## config.mk

```make
export PLATFORM = sky130hd
export DESIGN_NAME = gpc_pipe_acc
export DESIGN_NICKNAME = d
export VERILOG_FILES = /design/src/rtl/gpc_pipe_acc.sv
export SDC_FILE = /design/constraint.sdc
export NUM_CORES = 1
export LEC_CHECK = 0
export ABC_CLOCK_PERIOD_IN_PS = 3350
export CORE_MARGIN = 2
export CORE_UTILIZATION = 50
export CTS_BUF_LIST = sky130_fd_sc_hd__clkbuf_4 sky130_fd_sc_hd__clkbuf_8 sky130_fd_sc_hd__clkbuf_16
export DETAILED_ROUTE_END_ITERATION = 16
export GPL_ROUTABILITY_DRIVEN = 0
export GPL_TIMING_DRIVEN = 0
export PLACE_DENSITY = 0.76
export SKIP_LAST_GASP = 1
export SYNTH_ARGS = -nofsm -noshare
export SYNTH_HDL_FRONTEND = slang
export SYNTH_SLANG_ARGS = --single-unit
```

## constraint.sdc

```tcl
create_clock -name clk -period 3.35 [get_ports clk]
set_clock_uncertainty 0.1 [all_clocks]
set_input_delay 0.67 -clock clk [delete_from_list [all_inputs] [get_ports clk]]
set_output_delay 0.67 -clock clk [all_outputs]
set_load 0.05 [all_outputs]
```

## src/rtl/gpc_pipe_acc.sv

```systemverilog
`default_nettype none
// +----------------------------------------------------------------------------+
// | Module      : gpc_pipe_acc                                                 |
// | Description : Pipelined two-column generalized parallel counter. Counts    |
// |               ones in src0 (weight 1) and src1 (weight 2) per beat, with   |
// |               optional multi-beat accumulation and a sticky overflow flag. |
// |               Two register stages (s1 + output) with valid/ready on both   |
// |               sides and full backpressure.                                 |
// | Revision    : 1.0 - initial release                                        |
// +----------------------------------------------------------------------------+
module gpc_pipe_acc #(
  parameter int H0    = 6,
  parameter int H1    = 1,
  parameter int ACC_W = 8
) (
  input  logic             clk,
  input  logic             rst,
  input  logic             in_valid,
  output logic             in_ready,
  input  logic [H0-1:0]    src0,
  input  logic [H1-1:0]    src1,
  input  logic             in_acc,
  input  logic             in_last,
  output logic             out_valid,
  input  logic             out_ready,
  output logic [ACC_W-1:0] dst,
  output logic             out_ovf
);

  // Stage-1 registers: per-beat weighted count plus its run-control bits
  logic             s1_valid_q, s1_valid_d;
  logic [ACC_W-1:0] s1_sum_q,   s1_sum_d;
  logic             s1_acc_q,   s1_acc_d;
  logic             s1_last_q,  s1_last_d;

  // Output registers and running accumulator
  logic             out_valid_q, out_valid_d;
  logic [ACC_W-1:0] dst_q,       dst_d;
  logic             out_ovf_q,   out_ovf_d;
  logic [ACC_W-1:0] acc_q,       acc_d;
  logic             acc_ovf_q,   acc_ovf_d;

  logic [ACC_W-1:0] w_beat_sum;
  logic [ACC_W:0]   w_run_sum;
  logic             w_s1_emits;
  logic             w_s1_fire;
  logic             w_accept;

  // Weighted popcount of the incoming beat; ACC_W is wide enough for the maximum
  always_comb begin
    w_beat_sum = '0;
    for (int i = 0; i < H0; i++) begin
      w_beat_sum = w_beat_sum + ACC_W'(src0[i]);
    end
    for (int i = 0; i < H1; i++) begin
      w_beat_sum = w_beat_sum + (ACC_W'(src1[i]) << 1);
    end
  end

  // A beat emits unless it is a non-final accumulate beat. Absorbing beats
  // never touch the output register, so they may drain while it is stalled.
  assign w_s1_emits = !s1_acc_q || s1_last_q;
  assign w_s1_fire  = s1_valid_q && (!w_s1_emits || !out_valid_q || out_ready);
  assign in_ready   = !s1_valid_q || w_s1_fire;
  assign w_accept   = in_valid && in_ready;

  // One extra bit so the carry out of the accumulation can feed the sticky flag
  assign w_run_sum  = {1'b0, acc_q} + {1'b0, s1_sum_q};

  // Next-state logic for both pipeline stages and the accumulator
  always_comb begin
    s1_valid_d  = s1_valid_q;
    s1_sum_d    = s1_sum_q;
    s1_acc_d    = s1_acc_q;
    s1_last_d   = s1_last_q;
    out_valid_d = out_valid_q;
    dst_d       = dst_q;
    out_ovf_d   = out_ovf_q;
    acc_d       = acc_q;
    acc_ovf_d   = acc_ovf_q;

    if (w_accept) begin
      s1_valid_d = 1'b1;
      s1_sum_d   = w_beat_sum;
      s1_acc_d   = in_acc;
      s1_last_d  = in_last;
    end else if (w_s1_fire) begin
      s1_valid_d = 1'b0;
    end

    if (out_valid_q && out_ready) begin
      out_valid_d = 1'b0;
    end

    // An emitting fire only happens when the output slot is free or draining,
    // so a held result is never overwritten here.
    if (w_s1_fire) begin
      if (!s1_acc_q) begin
        out_valid_d = 1'b1;
        dst_d       = s1_sum_q;
        out_ovf_d   = 1'b0;
      end else if (s1_last_q) begin
        out_valid_d = 1'b1;
        dst_d       = w_run_sum[ACC_W-1:0];
        out_ovf_d   = acc_ovf_q | w_run_sum[ACC_W];
        acc_d       = '0;
        acc_ovf_d   = 1'b0;
      end else begin
        acc_d       = w_run_sum[ACC_W-1:0];
        acc_ovf_d   = acc_ovf_q | w_run_sum[ACC_W];
      end
    end
  end

  // State registers; reset drops in-flight beats and any partial run
  always_ff @(posedge clk) begin
    if (rst) begin
      s1_valid_q  <= 1'b0;
      s1_sum_q    <= '0;
      s1_acc_q    <= 1'b0;
      s1_last_q   <= 1'b0;
      out_valid_q <= 1'b0;
      dst_q       <= '0;
      out_ovf_q   <= 1'b0;
      acc_q       <= '0;
      acc_ovf_q   <= 1'b0;
    end else begin
      s1_valid_q  <= s1_valid_d;
      s1_sum_q    <= s1_sum_d;
      s1_acc_q    <= s1_acc_d;
      s1_last_q   <= s1_last_d;
      out_valid_q <= out_valid_d;
      dst_q       <= dst_d;
      out_ovf_q   <= out_ovf_d;
      acc_q       <= acc_d;
      acc_ovf_q   <= acc_ovf_d;
    end
  end

  assign out_valid = out_valid_q;
  assign dst       = dst_q;
  assign out_ovf   = out_ovf_q;

endmodule
`default_nettype wire
```

==> impl_metrics.py, run 1 <==
metrics = {
    "final_layout": {
        "antenna_cells": 0,
        "syn2layout_area_growth_pct": 20.3,
        "fillers": 231,
        "nets": 212,
        "multiInputGateArea_um2": 848,
        "finalNonFillerCells": 218,
        "seq_area_um2": 520,
        "layout-drive-gt1-share_pct": 8.02,
    },
    "floorplanning": {
        "ios": 24,
        "die_area_um2": 3360,
        "rows": 19,
        "fp.dieW_um": 57.9,
        "core_um2": 2760,
        "start_util_pct": 52.8,
        "die_y_um": 57.9,
    },
    "logic_synthesis": {
        "synth_top_cell_by_area": "dfxtp_1",
        "yosys-top-cells-count": "dfxtp_1, inv_1, nand2_1",
        "synth_adder_area_share_pct": 11.5,
        "synth_top_area_share_pct": 35.8,
        "ys_seq_area_share_pct": 35.8,
        "synthArstFlopShare_pct": 0,
        "synth.area.top_cells": "dfxtp_1, ha_1, fa_1",
        "postSynthAreaPerCell_um2": 9.04,
        "synth-simple-area-share_pct": 18.3,
        "syn_nets": 185,
        "synth.mux.area_fraction_pct": 3.44,
        "synth_top_flop_cell": "dfxtp_1",
        "synth_seq_cells": 26,
        "synth_edf_count": 0,
        "synth_top_family_by_area": "compound AO/OA/AOI/OAI gates",
        "synth_warnings": 0,
        "synth_compound_area_share_pct": 23.2,
        "synth_xor_area_share_pct": 1.81,
        "synth.cell_area_um2": 1460,
        "yosysMostFrequentCell": "dfxtp_1",
        "yosysUniqueCellTypes": 45,
        "syn_inst": 161,
    },
    "clock_network": {
        "postCtsHoldBufs": 0,
        "insertion_delay_ns": 0.33,
        "cts_tree": "built",
        "cts_sinks": 26,
        "clk_pin_slew_ns": 0.14,
        "postCtsSetupRepairBufs": 0,
        "htreeDepth": 1,
        "root_buffer": "clkbuf_4",
        "clockBufferDepth": 2,
        "cts_made_buffers": 3,
        "cts_resized": 0,
    },
    "status": {
        "status": "complete, no violations",
    },
    "power_and_ir_drop": {
        "internal-power_w": 0.000442,
        "p_sw_w": 0.000174,
        "p_seq_share_pct": 53.9,
        "p_sw_share_pct": 28.2,
        "p_per_area_nw_per_um2": 352,
        "power.leakage_nw": 0.702,
        "ir_drop_mv": 0.330,
        "pwr-share-clk_pct": 26.2,
        "combPwrFrac_pct": 19.9,
    },
    "grt": {
        "grt_pass1_wl_um": 5720,
        "grt_usage_pct": 22.1,
        "grt_max_degree": 15,
        "antenna_found_initial": 0,
        "overflow": 0,
        "grt_pass1_vias": 1263,
    },
    "setup_path": {
        "timing.rr.end": "acc_q[4]",
        "rr_worst_depth": 6,
        "timing_worst_setup_path_type": "input port to output pin",
        "critical_path_required_ns": 2.58,
        "reg2reg_from": "s1_sum_q[0]",
        "path_max_fanout": 7,
        "cp-end-kind": "output pin",
        "crit_arrival_ns": 2.33,
        "endpoint": "in_ready",
        "startpoint": "out_ready",
        "regToRegSetupSlack_ns": 1.22,
        "worstSetupStartpointType": "input port",
    },
    "sta": {
        "max_freq_mhz": 322,
        "drv_slew": 0,
        "finalSetupViolations": 0,
        "postLayoutSetupSlackWorst_ns": 0.247,
        "max-slew-margin-rel_pct": 65.8,
        "rsz0062_at_grt": "false",
        "finalCritPeriodShare_pct": 92.6,
        "finalCriticalPeriod_ns": 3.10,
        "hold_viol": 0,
        "worst_slew_pin_slew_ns": 0.512,
    },
    "drt": {
        "drcViolationCount": 0,
        "drt-pass1-iter-count": 4,
        "vias_per_cell": 6.00,
        "detail_route.wl_per_cell_um": 14.9,
        "drt_iter0_drc": 70,
        "drt-total-wl_um": 3250,
        "dr_total_vias": 1309,
        "ant_nets": 0,
    },
    "place": {
        "dp.cells": 214,
        "pre_cts_slack_ns": -0.0485,
        "port_buffers": 22,
        "dp_hpwl_um": 2560,
    },
    "worst_hold_path": {
        "hp-class": "flip-flop to flip-flop",
    },
    "flow_run": {
        "cap_violations": 0,
    },
}
==> cell families after synthesis <==
family                     after synthesis
muxes                                    5
AOI/OAI and AO/OA                       46
DFF                                     26
adders and majority gates               11
buffers and inverters                   21
xor gates and xnor gates                 3
and+or+nand+nor                         49
==> worst min path at each step <==
stage / startpoint / end / cells past startpoint
after floorplan: acc_ovf_q / acc_ovf_q / 2
after global placement: acc_ovf_q / acc_ovf_q / 2
after global routing: dst[2] / dst[2] / 2
after detailed placement: dst[2] / dst[2] / 2
final: dst[2] / dst[2] / 2
after CTS: dst[2] / dst[2] / 2
==> state kept, by name, summed over array words and instances, names as in the netlist <==
signal      count
acc_q           8
s1_acc_q        1
out_ovf         1
s1_last_q       1
dst             8
out_valid       1
acc_ovf_q       1
s1_sum_q        4
s1_valid_q      1
==> critical path, cell delays in order <==
cell	delay (ns)
clkdlybuf4s50_1	0.41
nor2b_1	0.21
nand3_1	0.25
clkdlybuf4s50_1	0.78
==> metrics by stage <==
step           power [W]  setup TNS (ns)  area [um^2]  hold slack [ns]  util, %
6_report        0.000616               0         1750            0.376     63.5
5_1_grt         0.000652               0         1750            0.391     63.5
4_1_cts         0.000619               0         1750            0.380     63.5
3_5_place_dp    0.000462         -0.0565         1710            0.363     62.2
3_3_place_gp    0.000457               0         1710            0.356     62.2
2_1_floorplan   0.000420               0         1460            0.347        -
==> power by group through the flow <==
stage | clock (W) | sequential [W] | combinational [W]
after floorplan | 0 | 0.000349 | 0.0000711
after global placement | 0 | 0.000338 | 0.000119
after detailed placement | 0 | 0.000339 | 0.000123
after CTS | 0.000163 | 0.000332 | 0.000124
after global routing | 0.000180 | 0.000334 | 0.000138
final | 0.000161 | 0.000332 | 0.000123
==> cell type report <==
type	instances	area share, %
well taps	31	2.22
multi-input cells	114	48.5
plain buffers	7	1.93
inverters	14	3.00
repair buffers	22	12.6
clock buffers	4	2.07
flip-flops and latches	26	29.7
==> layer usage <==
layer	share of wire (%)	vias to the layer above	global-route usage [%]
met5	0	-	0
met4	1.7	0	8.31
met3	3.2	8	3.57
met2	53	27	38.3
met1	42	633	27.5
li1	-	641	-
==> placed cells by master (no fill, tap or decap), types with 3 or more instances in the layout <==
| cell | n |
|---|---|
| a21oi_1 | 10 |
| inv_1 | 14 |
| mux2i_1 | 5 |
| nand3_1 | 7 |
| ha_1 | 7 |
| a31oi_1 | 4 |
| a22oi_1 | 3 |
| a211oi_1 | 3 |
| nor2_1 | 11 |
| nand2_1 | 12 |
| o21ai_0 | 4 |
| a211o_1 | 3 |
| nand2b_1 | 4 |
| fa_1 | 4 |
| a21o_1 | 4 |
| dfxtp_1 | 26 |
| clkbuf_1 | 3 |
| clkdlybuf4s50_1 | 22 |
| clkbuf_4 | 3 |
| buf_2 | 3 |
No activity file was read; power rests on OpenSTA's default activity.
==> inputs of run 2 (changes only) <==
--- a/config.mk
+++ b/config.mk
@@ -13,6 +13,7 @@
 export GPL_ROUTABILITY_DRIVEN = 0
 export GPL_TIMING_DRIVEN = 0
 export PLACE_DENSITY = 0.76
+export SETUP_SLACK_MARGIN = 0.5
 export SKIP_LAST_GASP = 1
 export SYNTH_ARGS = -nofsm -noshare
 export SYNTH_HDL_FRONTEND = slang
==> impl_metrics.py, run 2 (synthesis results as in run 1) <==
metrics = {
    "final_layout": {
        "antenna_cells": 0,
        "layout_commonest_cell": "dfxtp_1",
        "mostFrequentLayoutCells": "dfxtp_1, clkdlybuf4s50_1, inv_1, nand2_1, nor2_1",
        "fillers": 235,
        "nets": 212,
        "syn2layout_area_growth_pct": 20.0,
        "layout-drive-gt1-share_pct": 9.63,
        "multiInputGateArea_um2": 853,
        "seq_area_um2": 520,
    },
    "setup_path": {
        "timing.critical_path.mode_cell": "inv_1",
        "worstSetupStartpointType": "input port",
        "critical_path_required_ns": 3.46,
        "crit_chain": "dlygate4sd2_1 -> fa_1 -> inv_1 -> fa_1 -> inv_1 -> ha_2 -> inv_1 -> fa_2 -> xnor2_1 -> mux2i_1 -> nor2_1",
        "path_max_fanout": 2,
        "timing_worst_setup_path_type": "input port to flip-flop",
        "cp-end-kind": "flip-flop",
        "crit_path_top_delay_cell": "fa_1",
        "max_stage_delay_ns": 0.55,
        "crit_arrival_ns": 2.90,
    },
    "floorplanning": {
        "rows": 19,
        "die_y_um": 57.9,
        "die_area_um2": 3360,
        "core_um2": 2760,
        "start_util_pct": 52.8,
        "fp.dieW_um": 57.9,
        "ios": 24,
    },
    "drt": {
        "drt-total-wl_um": 3270,
        "drcViolationCount": 0,
        "drt-pass1-iter-count": 4,
        "detail_route.wl_per_cell_um": 15.0,
        "drt_iter0_drc": 48,
        "dr_total_vias": 1307,
        "ant_nets": 0,
        "vias_per_cell": 6.00,
    },
    "power_and_ir_drop": {
        "p_sw_w": 0.000177,
        "power.leakage_nw": 0.703,
        "total_power_w": 0.000619,
        "combPwrFrac_pct": 20.0,
        "p_sw_share_pct": 28.5,
        "ir_drop_mv": 0.333,
        "pwr-share-clk_pct": 26.4,
        "p_per_area_nw_per_um2": 354,
        "p_seq_share_pct": 53.7,
        "internal-power_w": 0.000442,
    },
    "grt": {
        "met1_usage_pct": 27.5,
        "grt_max_degree": 15,
        "grtUsageMet2_pct": 38.1,
        "busiest_layer": "met2",
        "antenna_found_initial": 0,
        "grt_pass1_vias": 1263,
        "grt_usage_pct": 22.0,
        "grt_use_met3_pct": 3.57,
        "overflow": 0,
        "grt_pass1_wl_um": 5710,
    },
    "status": {
        "status": "complete, no violations",
    },
    "place": {
        "dp_hpwl_um": 2560,
        "pre_cts_slack_ns": -0.0485,
        "port_buffers": 22,
    },
    "sta": {
        "worst_slew_pin_slew_ns": 0.513,
        "hold_viol": 0,
        "finalCriticalPeriod_ns": 2.78,
        "max_freq_mhz": 359,
        "max-slew-margin-rel_pct": 65.8,
        "timing.setup.tns_ns": 0,
        "finalCritPeriodShare_pct": 83.1,
        "finalSetupViolations": 0,
        "drv_slew": 0,
        "timing.hold.ws_ns": 0.376,
        "postLayoutSetupSlackWorst_ns": 0.567,
        "rsz0062_at_grt": "true",
    },
    "flow_run": {
        "cap_violations": 0,
    },
    "clock_network": {
        "clockBufferDepth": 2,
        "insertion_delay_ns": 0.33,
        "htreeDepth": 1,
        "clk_pin_slew_ns": 0.15,
        "cts_tree": "built",
        "cts_sinks": 26,
        "root_buffer": "clkbuf_4",
        "cts_made_buffers": 3,
    },
    "worst_hold_path": {
        "hp-class": "flip-flop to flip-flop",
    },
}
[run 2: cell type report]
type	instances	area share [%]
Sequential cell	26	29.8
Tap cell	31	2.22
Buffer	7	1.93
Clock buffer	4	2.08
Multi-Input combinational cell	114	48.9
Timing Repair Buffer	22	12.1
Inverter	14	3.01
[run 2: power groups by stage]
| stage | clock network [W] | registers [W] | logic (W) |
|---|---|---|---|
| 2_1_floorplan | 0 | 0.000349 | 0.0000711 |
| 5_1_grt | 0.000180 | 0.000334 | 0.000138 |
| 3_3_place_gp | 0 | 0.000338 | 0.000119 |
| 6_report | 0.000163 | 0.000332 | 0.000124 |
| 3_5_place_dp | 0 | 0.000339 | 0.000123 |
| 4_1_cts | 0.000163 | 0.000332 | 0.000123 |
[run 2: repair_timing]
item,in CTS,in global routing
resized for setup,5,3
endpoints found under the setup margin,3,2
setup buffers,0,0
pin swaps,1,0
hold buffers,0,0
[run 2: per-stage QoR]
stage | util (%) | instance area, um^2 | std cells
2_1_floorplan | - | 1460 | 161
3_3_place_gp | 62.2 | 1710 | 214
3_5_place_dp | 62.2 | 1710 | 214
4_1_cts | 63.4 | 1750 | 218
5_1_grt | 63.3 | 1750 | 218
6_report | 63.3 | 1750 | 218
[run 2: critical path: cells and delay by family]
family / cells / cell delay (ns)
adder cells (fa/ha/maj): 4 / 1.49
buffers and inverters: 4 / 0.44
XOR/XNOR: 1 / 0.13
multiplexers: 1 / 0.12
AND/OR/NAND/NOR: 1 / 0.05
[run 2: path summary, 6_finish.rpt]
| check | startpoint | to | slack (ns) | cells past startpoint |
|---|---|---|---|---|
| setup / recovery | src0[0] | s1_sum_q[2] | 0.57 | 11 |
| hold / removal | dst[2] | dst[2] | 0.38 | 2 |
| setup reg to reg | s1_sum_q[0] | acc_q[4] | 1.21 | 6 |
| hold reg to reg | dst[2] | dst[2] | 0.38 | 2 |
[run 2: routing by layer]
layer | part of all wire (%) | vias to the layer above | wire length (um)
met4 | 1.2 | 0 | 38
met5 | 0 | - | 0
met2 | 54 | 30 | 1760
met3 | 3.7 | 6 | 120
li1 | - | 640 | -
met1 | 41 | 631 | 1360
==> inputs of run 3 (changes only) <==
--- a/config.mk
+++ b/config.mk
@@ -5,7 +5,7 @@
 export SDC_FILE = /design/constraint.sdc
 export NUM_CORES = 1
 export LEC_CHECK = 0
-export ABC_CLOCK_PERIOD_IN_PS = 3350
+export ABC_CLOCK_PERIOD_IN_PS = 2700
 export CORE_MARGIN = 2
 export CORE_UTILIZATION = 50
 export CTS_BUF_LIST = sky130_fd_sc_hd__clkbuf_4 sky130_fd_sc_hd__clkbuf_8 sky130_fd_sc_hd__clkbuf_16
==> constraint.sdc (replaced) <==
create_clock -name clk -period 2.7 [get_ports clk]
set_clock_uncertainty 0.1 [all_clocks]
set_input_delay 0.54 -clock clk [delete_from_list [all_inputs] [get_ports clk]]
set_output_delay 0.54 -clock clk [all_outputs]
set_load 0.05 [all_outputs]
==> impl_metrics.py, run 3 (synthesis results as in run 1) <==
metrics = {
    "status": {
        "status": "complete, no violations",
    },
    "setup_path": {
        "startpoint": "src0[1]",
        "regToRegSetupSlack_ns": 0.69,
        "rr_worst_depth": 6,
        "critical_path_required_ns": 2.83,
        "timing_worst_setup_path_type": "input port to flip-flop",
        "path_max_fanout": 2,
        "reg2reg_from": "s1_sum_q[0]",
        "crit_arrival_ns": 2.64,
        "timing.rr.end": "out_ovf",
        "worstSetupStartpointType": "input port",
        "cp-end-kind": "flip-flop",
    },
    "power_and_ir_drop": {
        "pwr-share-clk_pct": 25.3,
        "ir_drop_mv": 0.386,
        "combPwrFrac_pct": 22.4,
        "p_sw_w": 0.000227,
        "p_seq_share_pct": 52.3,
        "p_sw_share_pct": 28.8,
        "power.leakage_nw": 0.720,
        "p_per_area_nw_per_um2": 435,
        "internal-power_w": 0.000561,
    },
    "grt": {
        "overflow": 0,
        "grt_max_degree": 15,
        "antenna_found_initial": 0,
        "grt_usage_pct": 21.0,
        "grt_pass1_wl_um": 5630,
        "grt_pass1_vias": 1282,
    },
    "sta": {
        "timing.setup.tns_ns": 0,
        "max_freq_mhz": 399,
        "hold_viol": 0,
        "drv_slew": 0,
        "finalCritPeriodShare_pct": 92.9,
        "finalCriticalPeriod_ns": 2.51,
        "rsz0062_at_grt": "true",
        "max-slew-margin-rel_pct": 65.1,
        "postLayoutSetupSlackWorst_ns": 0.192,
        "worst_slew_pin_slew_ns": 0.523,
        "finalSetupViolations": 0,
        "timing.hold.ws_ns": 0.373,
    },
    "drt": {
        "drcViolationCount": 0,
        "drt_iter0_drc": 79,
        "ant_nets": 0,
        "vias_per_cell": 5.72,
        "drt-pass1-iter-count": 4,
        "drt-total-wl_um": 3250,
        "dr_total_vias": 1259,
        "detail_route.wl_per_cell_um": 14.8,
    },
    "final_layout": {
        "mostFrequentLayoutCells": "dfxtp_1, clkdlybuf4s50_1, nand2_1, inv_1, nor2_1",
        "multiInputGateArea_um2": 897,
        "finalNonFillerCells": 220,
        "nets": 214,
        "stdcell_area_um2": 1810,
        "fillers": 223,
        "seq_area_um2": 520,
        "layout-drive-gt1-share_pct": 16.4,
        "antenna_cells": 0,
        "layout_commonest_cell": "dfxtp_1",
        "syn2layout_area_growth_pct": 24.6,
    },
    "floorplanning": {
        "core_um2": 2760,
        "start_util_pct": 52.8,
        "fp.dieW_um": 57.9,
        "ios": 24,
        "die_y_um": 57.9,
        "die_area_um2": 3360,
        "rows": 19,
    },
    "clock_network": {
        "cts_sinks": 26,
        "postCtsHoldBufs": 0,
        "insertion_delay_ns": 0.32,
        "cts_made_buffers": 3,
        "cts_tree": "built",
        "clockBufferDepth": 2,
        "clk_pin_slew_ns": 0.14,
        "htreeDepth": 1,
        "root_buffer": "clkbuf_4",
    },
    "place": {
        "pre_cts_slack_ns": -0.421,
        "dp_hpwl_um": 2440,
        "dp.cells": 214,
        "port_buffers": 22,
        "placed_cell_area_um2": 1730,
    },
    "worst_hold_path": {
        "hp-class": "flip-flop to flip-flop",
        "min_to": "dst[2]",
        "min-delay-start": "dst[2]",
        "hold_depth": 2,
    },
    "flow_run": {
        "cap_violations": 0,
    },
}
==> run 3: changes by cell type in the layout (fill, tap and decap cells not counted), moves of 2 or more <==
cell,change
a21oi_1,-2
a21oi_2,+2
buf_4,+2
buf_6,+3
dlygate4sd2_1,-3
inv_1,-3
inv_2,+3
==> run 3: power by group through the flow <==
| stage | logic, W | registers [W] | clock network (W) |
|---|---|---|---|
| final | 0.000176 | 0.000412 | 0.000200 |
| after global routing | 0.000195 | 0.000414 | 0.000214 |
| after CTS | 0.000162 | 0.000411 | 0.000201 |
| after detailed placement | 0.000161 | 0.000420 | 0 |
| after global placement | 0.000158 | 0.000419 | 0 |
| after floorplan | 0.0000952 | 0.000433 | 0 |
==> run 3: worst max-delay path by stage <==
stage,to,slack [ns]
3_5_place_dp,s1_sum_q[1],-0.42
3_3_place_gp,s1_sum_q[1],-0.40
2_1_floorplan,s1_sum_q[1],0.1
6_report,s1_sum_q[1],0.19
5_1_grt,s1_sum_q[1],0.14
4_1_cts,s1_sum_q[1],0.18
==> run 3: repair_timing <==
item	CTS	global route
gates resized for setup	17	13
setup endpoints to repair	5	6
pin swaps	5	5
cloned	0	0
setup buffers	0	2
==> run 3: critical path, cell delays in order <==
cell      delay (ns)
buf_6           0.09
fa_1            0.54
inv_2           0.04
fa_1            0.49
inv_2           0.05
ha_4            0.16
inv_2           0.05
fa_2            0.42
a311oi_2        0.27
==> run 3: area by class of cell <==
type | count | area share (%)
flip-flops and latches | 26 | 28.7
repair buffers | 24 | 12.9
plain buffers | 7 | 1.86
well taps | 31 | 2.14
inverters | 14 | 2.90
multi-input cells | 114 | 49.5
clock buffers | 4 | 2.00
==> run 3: routing by layer <==
metal,up-vias,global-route usage [%],routed length [um]
met5,-,0,0
met4,0,3.99,19
met3,2,2.68,97
met2,26,34.3,1570
met1,590,30.3,1570
li1,641,-,-
==> run 3: per-stage QoR <==
| step | total power [W] | util [%] |
|---|---|---|
| 6_report | 0.000788 | 65.7 |
| 5_1_grt | 0.000822 | 65.7 |
| 4_1_cts | 0.000775 | 63.7 |
| 3_5_place_dp | 0.000581 | 62.7 |
| 3_3_place_gp | 0.000577 | 62.7 |
| 2_1_floorplan | 0.000529 | - |
==> edit 1 (config.mk and constraints of run 1) <==
`s1_sum_q` no longer has a reset.
--- a/src/rtl/gpc_pipe_acc.sv
+++ b/src/rtl/gpc_pipe_acc.sv
@@ -116,7 +116,6 @@
   always_ff @(posedge clk) begin
     if (rst) begin
       s1_valid_q  <= 1'b0;
-      s1_sum_q    <= '0;
       s1_acc_q    <= 1'b0;
       s1_last_q   <= 1'b0;
       out_valid_q <= 1'b0;
@@ -126,7 +125,6 @@
       acc_ovf_q   <= 1'b0;
     end else begin
       s1_valid_q  <= s1_valid_d;
-      s1_sum_q    <= s1_sum_d;
       s1_acc_q    <= s1_acc_d;
       s1_last_q   <= s1_last_d;
       out_valid_q <= out_valid_d;
@@ -137,6 +135,10 @@
     end
   end
 
+  always_ff @(posedge clk) begin
+    s1_sum_q <= s1_sum_d;
+  end
+
   assign out_valid = out_valid_q;
   assign dst       = dst_q;
   assign out_ovf   = out_ovf_q;
Formal check against the unedited RTL: same outputs for any inputs over 4 cycles, from zero or initial values and one cycle with rst high; that may be too few to reach the edited logic, so the function may still have changed.
==> edit 1 against run 1 <==
Synthesized cell count down 4.3%. Synthesized area is 0.52% higher. Power is 4.0% higher. Wire length decreased by 3.0%. Via count is 4.1% lower. Critical path type unchanged. Largest power group unchanged. Worst setup slack better by 0.041 ns. Sequential cell count unchanged. Design area rose by 0.64%.
==> edit 1: results (changes against run 1) <==
[run_status]
status = finished clean

[power]
ir_drop_v = 0.000241  ; -27%
leakagePower_nw = 0.696  ; -0.84%
p_int_mw = 0.455  ; +2.8%

[setup_path]
cp.arrival_ns = 2.29  ; -0.04 ns
r2r-start = s1_sum_q[0]
r2r_setup_slack_ns = 1.20  ; -0.02 ns
r2r_cells = 6  ; unchanged
worstPathMaxFanout = 4  ; -3
r2r-end = out_ovf

[synthesis]
synth.area.top_cells = dfxtp_1 30%, edfxtp_1 8.2%, ha_1 6.0%, fa_1 5.5%, inv_1 3.3%
synth_commonest_cells = 22 x dfxtp_1, 13 x inv_1, 10 x nand2_1, 10 x nor2_1, 9 x a21oi_1
yosysWarnings = 0  ; unchanged
synth_edf_count = 4  ; +4
synth_top_flop_cell = dfxtp_1
ys_seq_area_frac = 0.383  ; +0.0255
yosysUniqueCellTypes = 47  ; +4.4%
synthArstFlopShare = 0  ; unchanged
syn-num-nets = 178  ; -3.8%

[layout]
final_nets = 206  ; -2.8%
antenna_cells = 0  ; unchanged
drive_above_1_share = 0.0994  ; +0.0192
fillerInstances = 244  ; +5.6%

[worst_hold_path]
hold_depth = 2  ; unchanged
hold_path_end = dst[2]
hp-start = dst[2]
hp-class = reg2reg

[drt]
drtAntennaViolNets = 0  ; unchanged
drtIter0Drc = 41  ; -41%
drt_first_pass_iters = 4  ; unchanged
avgRoutedWirePerCell_um = 14.9  ; -0.24%
via_per_inst = 5.92  ; -1.4%

[global_route]
grt_first_pass_wirelength_mm = 4.95  ; -13%
grt_pass1_vias = 1202  ; -4.8%
grt_usage = 0.192  ; -0.0284
grt_max_degree = 15  ; unchanged
antenna_found_initial = 0  ; unchanged
overflow = 0  ; unchanged

[place]
pre_cts_slack_ns = 0.0573  ; +0.106 ns
hpwl_mm = 2.47  ; -3.3%
io_buffers = 23  ; +4.5%

[clocking]
cts_made_buffers = 3  ; unchanged
clock_path_buffers = 2  ; unchanged
clk_latency_ns = 0.32
htreeDepth = 1  ; unchanged
clkTransAtPathRegs_ns = 0.13
cts_resized = 0  ; unchanged
cts_setup_buffers = 0  ; unchanged
ctsRootBufferMaster = clkbuf_4

[sta]
slew_headroom = 0.665  ; +0.00696

[floorplan]
rows = 19  ; unchanged

edit 1: worst max-delay path by stage:
stage,from,endpoint,slack (ns),cells after the start
after floorplan,src0[0],s1_sum_q[2],0.61,8
after global placement,src0[0],s1_sum_q[2],0.10,9
after detailed placement,src0[0],s1_sum_q[2],0.06,9
after CTS,out_ready,in_ready,0.30,4
after global routing,out_ready,in_ready,0.17,4
final,out_ready,in_ready,0.29,4
edit 1: routing by layer:
metal | up-vias | GRT usage | wire [um]
met2 | 48 | 0.356 | 1630
met4 | 0 | 0.0963 | 53
met5 | - | 0 | 0
met1 | 587 | 0.205 | 1310
met3 | 6 | 0.0379 | 155
li1 | 614 | - | -
edit 1: critical path: stages:
cell and delay [ns]:
clkdlybuf4s50_1 0.42, nor2b_1 0.28, nand3_1 0.19, clkdlybuf4s50_1 0.74
edit 1: stage by stage:
step | hold slack, ns | power, mW | instances | instance area [um^2] | util
3_5_place_dp | 0.357 | 0.503 | 208 | 1730 | 0.628
6_report | 0.368 | 0.641 | 212 | 1760 | 0.639
3_3_place_gp | 0.343 | 0.492 | 208 | 1730 | 0.628
5_1_grt | 0.398 | 0.674 | 212 | 1760 | 0.639
4_1_cts | 0.376 | 0.649 | 212 | 1760 | 0.639
2_1_floorplan | 0.347 | 0.452 | 154 | 1460 | -
edit 1: cells by family after synthesis:
family	synth area share
multiplexers	0.0205
buffers and inverters	0.0607
flip-flops	0.383
AND/OR/NAND/NOR	0.182
adder cells (fa/ha/maj)	0.115
AO/OA/AOI/OAI	0.221
XOR/XNOR	0.0180
edit 1: area by class of cell:
cell class                      instances  area share
Buffer                                  7      0.0227
Clock buffer                            4      0.0170
Inverter                               13      0.0277
Multi-Input combinational cell        108       0.462
Sequential cell                        26       0.318
Tap cell                               31      0.0220
Timing Repair Buffer                   23       0.131
edit 1: power by group through the flow:
| stage | clock, mW | sequential [mW] | combinational, mW |
|---|---|---|---|
| after floorplan | 0 | 0.368 | 0.0835 |
| after global placement | 0 | 0.354 | 0.137 |
| after detailed placement | 0 | 0.357 | 0.146 |
| after CTS | 0.152 | 0.350 | 0.147 |
| after global routing | 0.162 | 0.351 | 0.161 |
| final | 0.145 | 0.350 | 0.146 |
==> edit 2 (flow settings as in run 1) <==
Made on the original files. Set the parameter `ACC_W` to 6 (it was 8).
--- a/src/rtl/gpc_pipe_acc.sv
+++ b/src/rtl/gpc_pipe_acc.sv
@@ -11,7 +11,7 @@
 module gpc_pipe_acc #(
   parameter int H0    = 6,
   parameter int H1    = 1,
-  parameter int ACC_W = 8
+  parameter int ACC_W = 6
 ) (
   input  logic             clk,
   input  logic             rst,
Ports: changed (resized dst); port bits go from 24 to 22. The function was not compared with the original's and may differ.
==> edit 2 against run 1 <==
Die area down 12%. Core utilization down 0.72 points. Clock power down 24%. Maximum frequency down 0.11%. Worst setup slack worse by 0.0033 ns. Power down 14%. Sequential cell count down 4. Wire length down 15%. Critical endpoint unchanged. Design area down 13%. Highest routed layer unchanged. Global-route usage about the same. Synthesized area down 13%.
==> edit 2: results (changes against run 1) <==
[synthesis]
avgSynthCellArea_um2 = 9.24  ; +2.3%
synth_commonest_cells = 22 x dfxtp_1, 15 x nor2_1, 10 x a21oi_1, 8 x inv_1
syn-num-nets = 161  ; -13%
yosysUniqueCellTypes = 39  ; -13%
synth.area.top_cells = dfxtp_1 35%, ha_1 6.9%, fa_1 6.3%, mux2i_1 5.5%, nor2_1 4.4%
ys_seq_area_frac = 0.348  ; -0.00987

[setup_path]
path_delay_family = buffers and inverters
r2r_setup_slack_ns = 1.46  ; +0.24 ns
worstPathMaxFanout = 5  ; -2
r2r-end = acc_ovf_q
cp-startpoint = out_ready
worst_path_largest_cell_delay_ns = 0.73  ; -0.05 ns

[layout]
finish.utilization = 0.628  ; -0.00718
stdcell_count = 190  ; -13%
drive_above_1_share = 0.0875  ; +0.00729
fillerInstances = 226  ; -2.2%

[worst_hold_path]
hold_depth = 2  ; unchanged

[global_route]
grt_first_pass_wirelength_mm = 4.51  ; -21%
grt_max_degree = 12  ; -3
grt_usage = 0.221  ; +0.000330
grt_pass1_vias = 974  ; -23%

[place]
io_buffers = 20  ; -9.1%
hpwl_mm = 2.13  ; -17%
pre_cts_slack_ns = -0.00107  ; +0.0475 ns

[sta]
min_period_over_period = 0.927  ; +0.000998
whs_ns = 0.389  ; +0.0123 ns
slew_headroom = 0.662  ; +0.00367

[power]
leakagePower_nw = 0.629  ; -10%
power_frac_comb = 0.233  ; +0.034
p_int_mw = 0.373  ; -16%
power_mw = 0.532  ; -14%

[drt]
via_count = 1077  ; -18%
drtIter0Drc = 20  ; -71%
avgRoutedWirePerCell_um = 14.5  ; -2.7%
drt_first_pass_iters = 6  ; +2

[run_status]
status = finished clean

==> edit 2: layout make-up <==
type,instances,area share
timing repair buffer,20,0.131
clock buffer,3,0.0148
multi-input combinational,100,0.497
sequential,22,0.289
buffer,7,0.0246
inverter,8,0.0197
tap,30,0.0246
==> edit 2: cell families (layout without fill, tap and decap cells) <==
group                    after synthesis  after routing  share of synthesized area
buffers and inverters                 15             38                     0.0534
XOR/XNOR                               3              3                     0.0208
multiplexers                           8              8                     0.0642
adder cells (fa/ha/maj)               11             11                      0.132
AND/OR/NAND/NOR                       47             47                      0.208
AO/OA/AOI/OAI                         31             31                      0.173
flip-flops                            22             22                      0.348
==> edit 2: worst min-delay path, cell delays in order, from the launching register on <==
cell and delay, ns:
dfxtp_1 0.34, nand2_1 0.06, a21oi_1 0.06
==> edit 2: layer usage <==
metal	global-route usage	routed length, um	vias to the layer above
met3	0.0328	99	5
met5	0	0	-
met1	0.250	1180	502
met2	0.410	1420	33
met4	0.0875	55	0
li1	-	-	537
